==> config.mk <==
export PLATFORM = sky130hd
export DESIGN_NAME = bcd_updown_cnt
export DESIGN_NICKNAME = d
export VERILOG_FILES = /design/src/rtl/bcd_pkg.sv /design/src/rtl/bcd_digit_step.sv /design/src/rtl/bcd_updown_cnt.sv
export SDC_FILE = /design/constraint.sdc
export NUM_CORES = 1
export LEC_CHECK = 0
export ABC_AREA = 1
export ABC_CLOCK_PERIOD_IN_PS = 1400
export CORE_UTILIZATION = 43
export CTS_CLUSTER_DIAMETER = 60
export DETAILED_ROUTE_END_ITERATION = 10
export GPL_TIMING_DRIVEN = 1
export PLACE_DENSITY = 0.85
export SETUP_SLACK_MARGIN = 0.15
export SLEW_MARGIN = 15
export SYNTH_ARGS = -nofsm -noshare
export SYNTH_HDL_FRONTEND = slang
export SYNTH_SLANG_ARGS = --single-unit
==> constraint.sdc <==
create_clock -name CLK -period 1.4 [get_ports CLK]
set_clock_uncertainty 0.2 [all_clocks]
set_input_delay 0.28 -clock CLK [delete_from_list [all_inputs] [get_ports CLK]]
set_output_delay 0.28 -clock CLK [all_outputs]
set_load 0.02 [all_outputs]
==> src/rtl/bcd_pkg.sv <==
`default_nettype none
// ============================================================================
//  Module      : bcd_pkg
//  Description : Shared BCD types, constants and helpers for the BCD counter
//                family.
//                  bcd_digit_t - one BCD nibble
//                  BCD_MAX     - largest legal digit value (9)
//                  bcd_clamp() - saturates an arbitrary nibble to 0..9
//  Revision    : 1.0 - initial release
// ============================================================================
package bcd_pkg;

    typedef logic [3:0] bcd_digit_t;

    localparam bcd_digit_t BCD_MAX = 4'd9;

    // Nibbles 10..15 are not legal BCD; map them onto the nearest legal value.
    function automatic bcd_digit_t bcd_clamp(input bcd_digit_t nibble);
        return (nibble > BCD_MAX) ? BCD_MAX : nibble;
    endfunction

endpackage : bcd_pkg
`default_nettype wire

==> src/rtl/bcd_digit_step.sv <==
`default_nettype none
// ============================================================================
//  Module      : bcd_digit_step
//  Description : Purely combinational single-digit BCD increment/decrement
//                stage, chained through cin/cout to build a ripple counter.
//  Ports       : digit      in  4  current BCD digit (always legal, 0..9)
//                cin        in  1  carry (up) or borrow (down) from lower digit
//                up         in  1  1 = add cin, 0 = subtract cin
//                next_digit out 4  resulting digit
//                cout       out 1  carry/borrow into the next digit
//  Revision    : 1.0 - initial release
// ============================================================================
module bcd_digit_step
    import bcd_pkg::*;
(
    input  logic [3:0] digit,
    input  logic       cin,
    input  logic       up,
    output logic [3:0] next_digit,
    output logic       cout
);

    always_comb begin
        next_digit = digit;
        cout       = 1'b0;
        if (cin) begin
            if (up) begin
                if (digit == BCD_MAX) begin
                    next_digit = 4'd0;
                    cout       = 1'b1;
                end else begin
                    next_digit = digit + 4'd1;
                end
            end else begin
                if (digit == 4'd0) begin
                    next_digit = BCD_MAX;
                    cout       = 1'b1;
                end else begin
                    next_digit = digit - 4'd1;
                end
            end
        end
    end

endmodule : bcd_digit_step
`default_nettype wire

==> src/rtl/bcd_updown_cnt.sv <==
`default_nettype none
// ============================================================================
//  Module      : bcd_updown_cnt
//  Description : Parametrised N-digit BCD up/down counter with parallel load,
//                wrap or saturate at the boundaries, a one-cycle rollover
//                pulse for cascading and a sticky illegal-load error flag.
//  Parameters  : DIGITS   number of BCD digits (1..8)
//                SATURATE 0 = wrap at the boundaries, 1 = hold at max/min
//  Ports       : CLK      in  1          rising-edge clock
//                RST      in  1          asynchronous active-high reset
//                CLR_CNT  in  1          synchronous clear of count and ERR
//                LD       in  1          synchronous parallel load
//                LD_VAL   in  4*DIGITS   load value, digit i at [4i+3:4i]
//                INC      in  1          count up
//                DEC      in  1          count down
//                CNT      out 4*DIGITS   registered BCD count
//                ROLL     out 1          boundary crossing / saturation pulse
//                ERR      out 1          sticky: a load had a nibble > 9
//  Revision    : 1.0 - initial release
// ============================================================================
module bcd_updown_cnt
    import bcd_pkg::*;
#(
    parameter int DIGITS   = 2,
    parameter int SATURATE = 0
)(
    input  logic                  CLK,
    input  logic                  RST,
    input  logic                  CLR_CNT,
    input  logic                  LD,
    input  logic [4*DIGITS-1:0]   LD_VAL,
    input  logic                  INC,
    input  logic                  DEC,
    output logic [4*DIGITS-1:0]   CNT,
    output logic                  ROLL,
    output logic                  ERR
);

    localparam int c_W = 4 * DIGITS;

    logic [c_W-1:0]  r_cnt;
    logic            r_roll;
    logic            r_err;

    logic [DIGITS:0] w_carry;
    logic [c_W-1:0]  w_step;
    logic            w_boundary;
    logic [c_W-1:0]  w_next_cnt;
    logic [c_W-1:0]  w_ld_cnt;
    logic            w_ld_err;

    // The least significant digit always receives the +/-1 request; the
    // direction only matters when exactly one of INC/DEC is set.
    assign w_carry[0] = 1'b1;

    generate
        for (genvar gi = 0; gi < DIGITS; gi++) begin : g_digit
            bcd_digit_step u_step (
                .digit      (r_cnt[4*gi +: 4]),
                .cin        (w_carry[gi]),
                .up         (INC),
                .next_digit (w_step[4*gi +: 4]),
                .cout       (w_carry[gi+1])
            );
        end
    endgenerate

    // A carry/borrow out of the top digit means the count crossed all-9s
    // (up) or zero (down).
    assign w_boundary = w_carry[DIGITS];
    assign w_next_cnt = (w_boundary && (SATURATE != 0)) ? r_cnt : w_step;

    always_comb begin
        w_ld_cnt = '0;
        w_ld_err = 1'b0;
        for (int i = 0; i < DIGITS; i++) begin
            w_ld_cnt[4*i +: 4] = bcd_clamp(LD_VAL[4*i +: 4]);
            if (LD_VAL[4*i +: 4] > BCD_MAX) begin
                w_ld_err = 1'b1;
            end
        end
    end

    always_ff @(posedge CLK or posedge RST) begin
        if (RST) begin
            r_cnt  <= '0;
            r_roll <= 1'b0;
            r_err  <= 1'b0;
        end else if (CLR_CNT) begin
            r_cnt  <= '0;
            r_roll <= 1'b0;
            r_err  <= 1'b0;
        end else if (LD) begin
            r_cnt  <= w_ld_cnt;
            r_roll <= 1'b0;
            r_err  <= r_err | w_ld_err;
        end else if (INC ^ DEC) begin
            r_cnt  <= w_next_cnt;
            r_roll <= w_boundary;
        end else begin
            r_roll <= 1'b0;
        end
    end

    assign CNT  = r_cnt;
    assign ROLL = r_roll;
    assign ERR  = r_err;

endmodule : bcd_updown_cnt
`default_nettype wire

* Word-level counts from Yosys, hierarchy flattened
Cells that the tools add are included.
** Storage, ports and cells
- Input bits :: 14
- Word-level logic and storage cells :: 46
- Output and inout port bits :: 10
- Register bits :: 10
** Cells by class
- Reductions and logical operators :: 6
- Mux-type cells :: 26
- Magnitude comparators :: 2
- Add/sub/neg operators :: 4
- Bitwise gates (word level) :: 2
- Equal/unequal tests :: 2
** Operator list (number)
- $mux W4 :: 9
- $mux W8 :: 3
- $mux W1 :: 14
- $add A4 B1 Y4 const B :: 2
- $eq A4 B4 Y1 const B :: 2
- $gt A4 B4 Y1 const B :: 2
- $logic_not A4 Y1 :: 2
- $sub A4 B1 Y4 const B :: 2
- $reduce_bool A3 Y1 :: 2
- $reduce_and A2 Y1 :: 1
- $reduce_bool A2 Y1 :: 1
- $or A1 B1 Y1 :: 1
- $xor A1 B1 Y1 :: 1

* Depth between registers and ports, before layout
Gate-level depths: netlist of the first run.
- Depth after elaboration :: 7
- Gate-level depth with buffers :: 11
- Gate-level depth less buffers :: 11

* Hierarchy
Synthesis of the first run repeated with hierarchy kept, for this count alone.
** Second synthesis, totals
- Cell total of the unflattened synthesis :: 158
- Area, all modules :: 958.4 µm²
** Modules (own cells, without submodules)
- bcd_updown_cnt :: cells each 66, seq. area each 250.2 µm², instances 1, area each 535.5 µm²
- bcd_digit_step :: cells each 46, seq. area each 0.0 µm², instances 2, area each 211.5 µm²

* Worst setup path after synthesis of the first run
No wires, ideal clock.
- Path kind :: reg2reg
- Start :: register r_cnt[0], in the netlist CNT[0]
- End :: register r_cnt[6], in the netlist CNT[6]
- Library setup time :: 0.117 ns
- Arrival :: 1.360 ns
- Cell stages (with the launch flop) :: 11
- Slack :: -0.277 ns
- Buffers on the path :: 0
- Data required time :: 1.083 ns
- Period minus slack after synthesis :: 1.677 ns
- Cell sequence :: dfrtp_1 -> inv_1 -> ha_1 -> nand2_1 -> nand2_2 -> nand2_1 -> nand2_2 -> nand3_2 -> inv_2 -> nand2_1 -> nand2_1
** Between the ends
- Cells in the longest elaborated chain, start to end :: 5
- Elaborated cells between the ends (all ways) :: 7
- Classes of those cells :: 1 x eq/ne; 3 x mux; 3 x reduce/logical
** Ends and longest elaborated chain
- from (decl) :: RTL line bcd_updown_cnt.sv:41 : logic [c_W-1:0] r_cnt;
- from (signal assigned) :: RTL line bcd_updown_cnt.sv:94 : r_cnt <= w_ld_cnt;
- from (signal assigned) :: RTL line bcd_updown_cnt.sv:98 : r_cnt <= w_next_cnt;
- $eq A4 B4 Y1 / $logic_not A4 Y1 (equally long branches) :: RTL line bcd_digit_step.sv:28, bcd_digit_step.sv:35
- $mux W1, on equally long branches :: RTL line bcd_digit_step.sv:28, bcd_digit_step.sv:35
- $mux W1 (*) :: RTL line bcd_digit_step.sv:27 : if (up) begin
- $reduce_bool A3 Y1 (no line) (*)
- $reduce_and A2 Y1 (no line) (*)
Every way passes the cells marked *; elsewhere a longest branch is shown, timed or not.
A chain may end at the register's enable or synchronous reset.

* Final worst setup path of the first run
- Start :: register r_cnt[6], in the netlist CNT[6]
- End :: register r_cnt[7], in the netlist CNT[7]
** Between the ends
- Cells in the longest elaborated chain, start to end :: 7
- Elaborated cells between the ends (all ways) :: 11
- Classes of those cells :: 2 x add/sub; 1 x eq/ne; 7 x mux; 1 x reduce/logical
** Ends and longest elaborated chain
- $sub A4 B1 Y4 (tied with other cells) :: RTL line bcd_digit_step.sv:39 : next_digit = digit - 4'd1;
- $mux W4, on equally long branches :: RTL line bcd_digit_step.sv:35, bcd_digit_step.sv:28
- $mux W4 (*) :: RTL line bcd_digit_step.sv:27
- $mux W4 (*) :: RTL line bcd_digit_step.sv:26 : if (cin) begin
- $mux W8 (*) :: RTL line bcd_updown_cnt.sv:97 : end else if (INC ^ DEC) begin
- $mux W8 (*) :: RTL line bcd_updown_cnt.sv:93 : end else if (LD) begin
- $mux W8 (*) :: RTL line bcd_updown_cnt.sv:89 : end else if (CLR_CNT) begin
Every way passes the cells marked *; elsewhere a longest branch is shown, timed or not. The select of a mux whose other input is x is not followed.

==> results_dict.tcl, run 1 <==
set metrics [dict create \
    power_frac_seq_pct 22.9 \
    finalSetupViolations 11 \
    crit_path_end_kind "flop" \
    max_cap_violations 0 \
    drtPass1Iterations 5 \
    ys_seq_area_share_pct 26.8 \
    switching_share_pct 44.2 \
    rsz0062_at_grt "yes" \
    dieArea_mm2 0.00236 \
    reg2reg_depth 9 \
    clock_path_buffers 2 \
    critPathRequiredTime_ps 1350 \
    post-route-util_pct 95.5 \
    antenna_cells 0 \
    p_leak_uw 0.000954 \
    numPortBuffers 23 \
    insertion_delay_ps 270 \
    cts_buffers 3 \
    route.vias.total 1448 \
    status "finished with violations" \
    grt_usage_pct 32.2 \
    drt-vias-per-instance 6.06 \
    multi_input_area_um2 882 \
    dpl.hpwl_um 2140 \
    gp_congestion 0.920 \
    comb_power_share_pct 64.5 \
    power.share.clock_pct 12.7 \
    yosys_register_bits 10 \
    slowest_stage "dfrtp_1" \
    violations "negative setup slack" \
    antenna_found_initial 0 \
    p_int_uw 911 \
    vdd_drop_max_uv 746 \
    syn_to_final_growth_pct 105 \
    drt-initial-drc-count 107 \
    syn_area_um2 933 \
    seqCellArea_um2 256 \
    cts_max_level 1 \
    worstReg2RegStart "CNT[6]$_DFFE_PP0P_" \
    overflow 0 \
    core_region_area_mm2 0.00200 \
    cts_tree "built" \
    layout-drive-gt1-share_pct 56.1 \
    finalNetCount 235 \
    cpMostUsedCell "nand2_1" \
    syn_inst 145 \
    wl_per_cell_um 21.5 \
    tightest_slew_ps 418 \
    finalCriticalPeriod_ps 1750 \
    placed_cells 217 \
    p_per_area_mw_per_mm2 854 \
    final_common_cell "nand2_1" \
    die_w_um 48.6 \
    grt_pass1_vias 1255 \
    min_period_over_period_pct 125 \
    crit_chain "buf_4 -> nor2_1 -> nand3_1 -> nand2_1 -> nand3_1 -> nand2_1 -> nand2_1 -> nand2_1 -> nand2_1" \
    final_cells 239 \
    slowest_delay_ps 430 \
    fillerInstances 54 \
    final_cell_mix "nand2_1, buf_4, buf_6" \
    yosysWarnings 0 \
    slew_headroom_pct 72.1 \
    cts_root_buf "clkbuf_4" \
    fmax_ghz 0.570 \
    reg2reg_to "CNT[7]$_DFFE_PP0P_" \
    start_util_pct 46.6 \
    io_pins 24 \
    synth_nets 166 \
    totalWireLength_um 5140 \
    hp-class "in -> async" \
    die_y_um 48.6 \
    switchingPower_uw 722 \
    worst_slack_ps -355 \
    critPathMaxFanout 5 \
    hold_buffers 0 \
    start_kind "flop" \
    finalHoldViolCount 0 \
    grt_pass1_wl_um 5710 \
    grt_max_degree 11 \
    clkSlewWorstSetupHoldPaths_ps 70 \
    drtAntennaViolNets 0 \
    clock-sinks 10 \
    drv_slew 0 \
    r2r_slack_ps -350 \
    crit_arrival_ps 1700 \
    critPathKind "reg -> reg" \
    synth.avg_cell_area_um2 6.44 \
    ys_types 24 \
    drc 0 \
    num_rows 16 \
]
## state kept, by name, indices dropped and copies added, names as in the netlist
register and count:
CNT 8, ERR 1, ROLL 1
## final cells by class
cell class / count / share of cell area (%)
multi-input cells: 113 / 46.1
well taps: 27 / 1.77
clock buffers: 3 / 1.18
inverters: 19 / 4.52
flip-flops and latches: 10 / 13.4
repair buffers: 67 / 33.0
## how the worst max path moves through the flow
stage | start | to | slack [ps] | cells past startpoint
after global placement | INC | CNT[7]$_DFFE_PP0P_ | -360 | 8
after global routing | CNT[1]$_DFFE_PP0P_ | CNT[2]$_DFFE_PP0P_ | -410 | 7
after floorplan | CNT[1]$_DFFE_PP0P_ | CNT[7]$_DFFE_PP0P_ | -120 | 10
after detailed placement | INC | CNT[4]$_DFFE_PP0P_ | -470 | 5
final | CNT[6]$_DFFE_PP0P_ | CNT[7]$_DFFE_PP0P_ | -350 | 9
after CTS | CNT[0]$_DFFE_PP0P_ | CNT[1]$_DFFE_PP0P_ | -190 | 8
## stage by stage
step / area (um^2) / hold slack [ps] / worst slack, ps / total power [uW] / TNS (ps)
finish: 1910 / 111 / -355 / 1630 / -2420
global route: 1910 / 145 / -410 / 1670 / -2790
CTS: 1640 / 104 / -187 / 1310 / -1230
detailed placement: 1430 / 291 / -474 / 979 / -4330
global placement: 1430 / 285 / -355 / 957 / -3710
floorplan: 1000 / -80.1 / -118 / 703 / -550
## power by group through the flow
stage / sequential [uW] / clock [uW] / combinational (uW)
finish: 373 / 207 / 1050
global route: 375 / 213 / 1090
CTS: 362 / 196 / 748
detailed placement: 371 / 0 / 608
global placement: 369 / 0 / 588
floorplan: 414 / 0 / 289
## worst max-delay path, delay by kind of cell, from the launching register on
family | cells | cell delay, ps
buf+inv | 1 | 180
simple gates | 8 | 820
flops | 1 | 430
## routing by layer
metal / vias to the layer above / routed length, um / track usage [%]
met1: 664 / 1880 / 37.0
met2: 126 / 2330 / 56.6
met5: - / 0 / 0
li1: 602 / - / -
met3: 56 / 541 / 4.72
met4: 0 / 384 / 19.1
## cell usage after synthesis (all sizes together)
master	instances	area (um^2)
nand3	15	85.1
dfrtp	10	250
xnor2	1	8.76
nand2	56	225
o211ai	2	15.0
nand4	2	12.5
ha	7	87.6
a21oi	3	15.0
nor3	1	5.00
xor2	2	17.5
o21ai	11	55.1
nor2	10	42.5
buf	3	23.8
inv	19	71.3
o22ai	2	12.5
a31oi	1	6.26
## timing repair
action / in CTS / in global routing
setup buffers: 10 / 9
gates resized for setup: 87 / 60
endpoints found under the setup margin: 20 / 20
pin swaps: 24 / 23
cloned: 0 / 0
## cells by family after synthesis
| family | share of synthesized area, % |
|---|---|
| simple gates | 39.7 |
| compound gates | 11.1 |
| xor+xnor | 2.82 |
| fa+ha+maj | 9.38 |
| buf+inv | 10.2 |
| flops | 26.8 |
No activity file was read; power rests on OpenSTA's default activity.
==> inputs of run 2 (changes only) <==
--- a/config.mk
+++ b/config.mk
@@ -12,6 +12,7 @@
 export DETAILED_ROUTE_END_ITERATION = 10
 export GPL_TIMING_DRIVEN = 1
 export PLACE_DENSITY = 0.85
+export REMOVE_ABC_BUFFERS = 1
 export SETUP_SLACK_MARGIN = 0.15
 export SLEW_MARGIN = 15
 export SYNTH_ARGS = -nofsm -noshare
==> results_dict.tcl, run 2 (same netlist as run 1, synthesis figures left out) <==
set metrics [dict create \
    cts_max_level 1 \
    slowest_stage "dfrtp_2" \
    syn_to_final_growth_pct 82.6 \
    p_per_area_mw_per_mm2 869 \
    numPortBuffers 23 \
    post-route-util_pct 85.1 \
    placed_cells 218 \
    grt_pass1_wl_um 5150 \
    p_int_uw 886 \
    crit_path_end_kind "flop" \
    gp_congestion 0.944 \
    power.share.clock_pct 17.5 \
    layout-drive-gt1-share_pct 45.6 \
    status "finished with violations" \
    power_frac_seq_pct 25.5 \
    clock-sinks 10 \
    seqCellArea_um2 255 \
    hold_buffers 0 \
    tightest_slew_ps 395 \
    final_cells 231 \
    vdd_drop_max_uv 1090 \
    dpl.hpwl_um 2140 \
    largest_reg_flops 8 \
    drt-initial-drc-count 66 \
    hp-class "in -> async" \
    reg2reg_to "CNT[5]$_DFFE_PP0P_" \
    antenna_cells 0 \
    crit_chain "inv_2 -> buf_6 -> ha_4 -> nand2_1 -> nand2_1 -> nand2_1 -> o21ai_1 -> nand2_1 -> nand2_1" \
    overflow 0 \
    slowest_delay_ps 440 \
    dp_slack_ps -449 \
    rsz0062_at_grt "yes" \
    grtUsageMet2_pct 48.1 \
    cts_root_buf "clkbuf_4" \
    r2r_slack_ps -240 \
    worstReg2RegStart "CNT[4]$_DFFE_PP0P_" \
    totalWireLength_um 3750 \
    met3_usage_pct 2.83 \
    min_period_over_period_pct 117 \
    top_usage_layer "met2" \
    switchingPower_uw 596 \
    antenna_found_initial 0 \
    critPathRequiredTime_ps 1400 \
    final_common_cell "nand2_1" \
    fmax_ghz 0.608 \
    finalCriticalPeriod_ps 1640 \
    insertion_delay_ps 270 \
    start_util_pct 46.6 \
    multi_input_area_um2 771 \
    max_cap_violations 0 \
    clock_path_buffers 2 \
    dieArea_mm2 0.00236 \
    finalHoldViolCount 0 \
    wl_per_cell_um 16.2 \
    clkSlewWorstSetupHoldPaths_ps 70 \
    core_region_area_mm2 0.00200 \
    io_pins 24 \
    route.vias.total 1257 \
    critPathMaxFanout 4 \
    grt_usage_pct 27.8 \
    drc 0 \
    reg2reg_depth 9 \
    p_leak_uw 0.000886 \
    violations "negative setup slack" \
    finalNetCount 226 \
    fillerInstances 102 \
    drt-vias-per-instance 5.44 \
    worst_slack_ps -245 \
    drtPass1Iterations 4 \
    grt_pass1_vias 1200 \
    grt_max_degree 11 \
    cpMostUsedCell "nand2_1" \
    num_rows 16 \
    cts_tree "built" \
    start_kind "flop" \
    die_y_um 48.6 \
    drv_slew 0 \
    switching_share_pct 40.2 \
    final_cell_mix "nand2_1, buf_4, buf_6" \
    crit_arrival_ps 1640 \
    finalSetupViolations 9 \
    slew_headroom_pct 73.6 \
    comb_power_share_pct 57.0 \
    cts_buffers 3 \
    grt.met1_usage_pct 34.4 \
    die_w_um 48.6 \
    drtAntennaViolNets 0 \
    critPathKind "reg -> reg" \
]
[run 2: cell types whose count changed in the layout (fill, tap and decap cells not counted), sizes merged]
| cell | before | now |
|---|---|---|
| buf | 54 | 45 |
| clkdlybuf4s50 | 7 | 6 |
| clkbuf | 4 | 5 |
| dlymetal6s2s | 2 | 3 |
[run 2: worst max path at each step]
stage                        from            endpoint  slack (ps)  cells past startpoint
2_1_floorplan  CNT[0]$_DFFE_PP0P_  CNT[6]$_DFFE_PP0P_        -280                     10
3_3_place_gp                  INC  CNT[7]$_DFFE_PP0P_        -400                      9
3_5_place_dp                  INC  CNT[5]$_DFFE_PP0P_        -450                      8
4_1_cts        CNT[0]$_DFFE_PP0P_  CNT[1]$_DFFE_PP0P_        -160                      8
5_1_grt        CNT[0]$_DFFE_PP0P_  CNT[2]$_DFFE_PP0P_        -300                      7
6_report       CNT[4]$_DFFE_PP0P_  CNT[5]$_DFFE_PP0P_        -240                      9
[run 2: timing repair]
action / CTS / global route
pin swaps: 11 / 23
gates cloned: 0 / 0
setup endpoints to repair: 20 / 20
resized for setup: 85 / 51
buffers inserted: 4 / 5
endpoints found under the hold margin: 0 / 0
[run 2: power groups by stage]
stage	combinational (uW)	sequential (uW)	clock, uW
global placement	567	357	0
finish	845	378	259
global route	894	379	279
floorplan	239	407	0
detailed placement	587	359	0
CTS	658	360	263
[run 2: worst max-delay path: cells and delay by family, from the launching register on]
kind	cells	cell delay, ps
buf+inv	2	190
flops	1	440
simple gates	5	360
compound gates	1	150
fa+ha+maj	1	240
[run 2: through the flow]
stage	power, uW	area, um^2	setup TNS, ps	hold WS [ps]
after global placement	924	1370	-4000	286
after detailed placement	946	1370	-4600	299
final	1480	1700	-1690	88.1
after CTS	1280	1480	-1240	103
after global routing	1550	1700	-2180	137
after floorplan	646	910	-1750	-79.8
[run 2: final cells by class]
| cell class | instances | share of cell area, % |
|---|---|---|
| clock buffers | 4 | 2.13 |
| inverters | 19 | 4.48 |
| multi-input cells | 113 | 45.2 |
| flip-flops and latches | 10 | 15.0 |
| well taps | 27 | 1.98 |
| repair buffers | 58 | 31.2 |
[run 2: per-layer routing]
layer  routed length, um  share of wire (%)
met5                   0                  0
met4                 125                3.3
met3                 190                5.1
met2                1910                 51
met1                1520                 41
==> inputs of run 3 (changes only) <==
--- a/config.mk
+++ b/config.mk
@@ -7,10 +7,12 @@
 export LEC_CHECK = 0
 export ABC_AREA = 1
 export ABC_CLOCK_PERIOD_IN_PS = 1400
+export CORE_ASPECT_RATIO = 1.5
 export CORE_UTILIZATION = 43
 export CTS_CLUSTER_DIAMETER = 60
 export DETAILED_ROUTE_END_ITERATION = 10
 export GPL_TIMING_DRIVEN = 1
+export MAX_ROUTING_LAYER = met4
 export PLACE_DENSITY = 0.85
 export REMOVE_ABC_BUFFERS = 1
 export SETUP_SLACK_MARGIN = 0.15
==> results_dict.tcl, run 3 (same netlist as run 1, synthesis figures left out) <==
set metrics [dict create \
    worstPathBufferInverterCount 3 \
    final_common_cell "nand2_1" \
    violations "negative setup slack" \
    clock-sinks 10 \
    p_per_area_mw_per_mm2 841 \
    vdd_drop_max_uv 832 \
    critPathMaxFanout 5 \
    fmax_ghz 0.632 \
    core_region_area_mm2 0.00203 \
    cts_buffers 3 \
    cts_root_buf "clkbuf_4" \
    dieArea_mm2 0.00236 \
    r2r_slack_ps -180 \
    die_y_um 59.1 \
    finalHoldViolCount 0 \
    worstReg2RegStart "CNT[2]$_DFFE_PP0P_" \
    dpl.hpwl_um 2100 \
    critPathRequiredTime_ps 1410 \
    status "finished with violations" \
    hp-class "in -> async" \
    slowest_delay_ps 430 \
    route.vias.total 1208 \
    reg2reg_depth 11 \
    dp_slack_ps -460 \
    cpMostUsedCell "nand2_1" \
    numPortBuffers 23 \
    grt_pass1_vias 1196 \
    drt-vias-per-instance 5.35 \
    drtPass1Iterations 4 \
    wl_per_cell_um 14.5 \
    drc 0 \
    die_w_um 40.0 \
    largest_reg_flops 8 \
    antenna_found_initial 0 \
    cpLargestDelayFamily "simple AND/OR/NAND/NOR gates" \
    critPathKind "reg -> reg" \
    slowest_stage "dfrtp_1" \
    layout-drive-gt1-share_pct 45.1 \
    cts_max_level 1 \
    drt-initial-drc-count 38 \
    grt_max_degree 11 \
    crit_chain "buf_6 -> inv_4 -> buf_6 -> nand3_4 -> nor2_2 -> nor2_2 -> nand2_1 -> nand2_1 -> nand2_1 -> nand2_1 -> nand2_1" \
    cts_tree "built" \
    syn_to_final_growth_pct 83.0 \
    p_leak_uw 0.000879 \
    drv_slew 0 \
    crit_arrival_ps 1590 \
    worst_slack_ps -183 \
    clock_path_buffers 2 \
    rsz0062_at_grt "yes" \
    tightest_slew_ps 370 \
    slew_headroom_pct 75.3 \
    grt_pass1_wl_um 4800 \
    io_pins 24 \
    finalNetCount 226 \
    hold_buffers 0 \
    totalWireLength_um 3290 \
    start_util_pct 46.0 \
    finalSetupViolations 10 \
    grt_usage_pct 29.8 \
    max_cap_violations 0 \
    whs_ps 79.6 \
    insertion_delay_ps 270 \
    clkSlewWorstSetupHoldPaths_ps 70 \
    final_cell_mix "nand2_1, buf_4, buf_6" \
    min_period_over_period_pct 113 \
    finalCriticalPeriod_ps 1580 \
    start_kind "flop" \
    num_rows 20 \
    reg2reg_to "CNT[3]$_DFFE_PP0P_" \
    crit_path_end_kind "flop" \
    overflow 0 \
    gp_congestion 0.865 \
    antenna_cells 0 \
    drtAntennaViolNets 0 \
]
==> run 3: cell count changes in the layout (fill, tap and decap cells not counted), moves of 2 or more <==
cell,before,now
nand2_2,4,2
dlymetal6s2s_1,3,1
clkdlybuf4s50_1,6,8
ha_2,3,1
nand2_1,46,48
inv_2,5,3
ha_1,0,2
inv_4,2,4
o21ai_1,9,7
==> run 3: worst max path at each step <==
stage,start,cells past startpoint,endpoint,slack (ps)
after floorplan,CNT[0]$_DFFE_PP0P_,10,CNT[6]$_DFFE_PP0P_,-280
after global placement,INC,7,CNT[5]$_DFFE_PP0P_,-390
after detailed placement,INC,8,CNT[3]$_DFFE_PP0P_,-460
after CTS,CNT[5]$_DFFE_PP0P_,11,CNT[7]$_DFFE_PP0P_,-150
after global routing,CNT[4]$_DFFE_PP0P_,10,CNT[7]$_DFFE_PP0P_,-280
final,CNT[2]$_DFFE_PP0P_,11,CNT[3]$_DFFE_PP0P_,-180
==> run 3: report_power, final <==
group	internal [uW]	total [uW]	switching, uW	leakage [uW]
Combinational	396	809	413	0.000733
Sequential	322	369	47.3	0.000125
Clock	158	258	100	0.0000210
==> run 3: cell type report <==
| type | instances | area, um^2 |
|---|---|---|
| Clock buffer | 4 | 36.3 |
| Fill cell | 117 | 319 |
| Inverter | 19 | 81.3 |
| Multi-Input combinational cell | 113 | 778 |
| Sequential cell | 10 | 255 |
| Tap cell | 22 | 27.5 |
| Timing Repair Buffer | 58 | 529 |
==> run 3: layer usage <==
| metal | vias up | track usage (%) | share of wire, % |
|---|---|---|---|
| li1 | 583 | - | - |
| met2 | 49 | 56.7 | 58 |
| met5 | - | - | 0 |
| met3 | 15 | 6.77 | 4.8 |
| met4 | 0 | 10.8 | 4.4 |
| met1 | 561 | 26.0 | 33 |
==> run 3: metrics by stage <==
| stage | cells | area [um^2] | TNS, ps | power [uW] | utilization (%) |
|---|---|---|---|---|---|
| floorplan | 142 | 910 | -1750 | 646 | - |
| global placement | 211 | 1350 | -4160 | 916 | 66.5 |
| detailed placement | 211 | 1350 | -4680 | 935 | 66.5 |
| CTS | 223 | 1600 | -1020 | 1340 | 78.9 |
| global route | 226 | 1710 | -2160 | 1540 | 84.3 |
| finish | 226 | 1710 | -1370 | 1440 | 84.3 |
==> run 3: worst register-to-register path, delay by kind of cell (launching register included) <==
family	cells	cell delay (ps)
simple gates	8	560
buf+inv	3	320
flops	1	430
==> run 3: what timing repair did <==
action / in CTS / in global routing
setup buffers: 8 / 3
hold endpoints to repair: 0 / 0
pin swaps: 19 / 10
resized for setup: 103 / 30
endpoints found under the setup margin: 20 / 20
gates cloned: 0 / 0
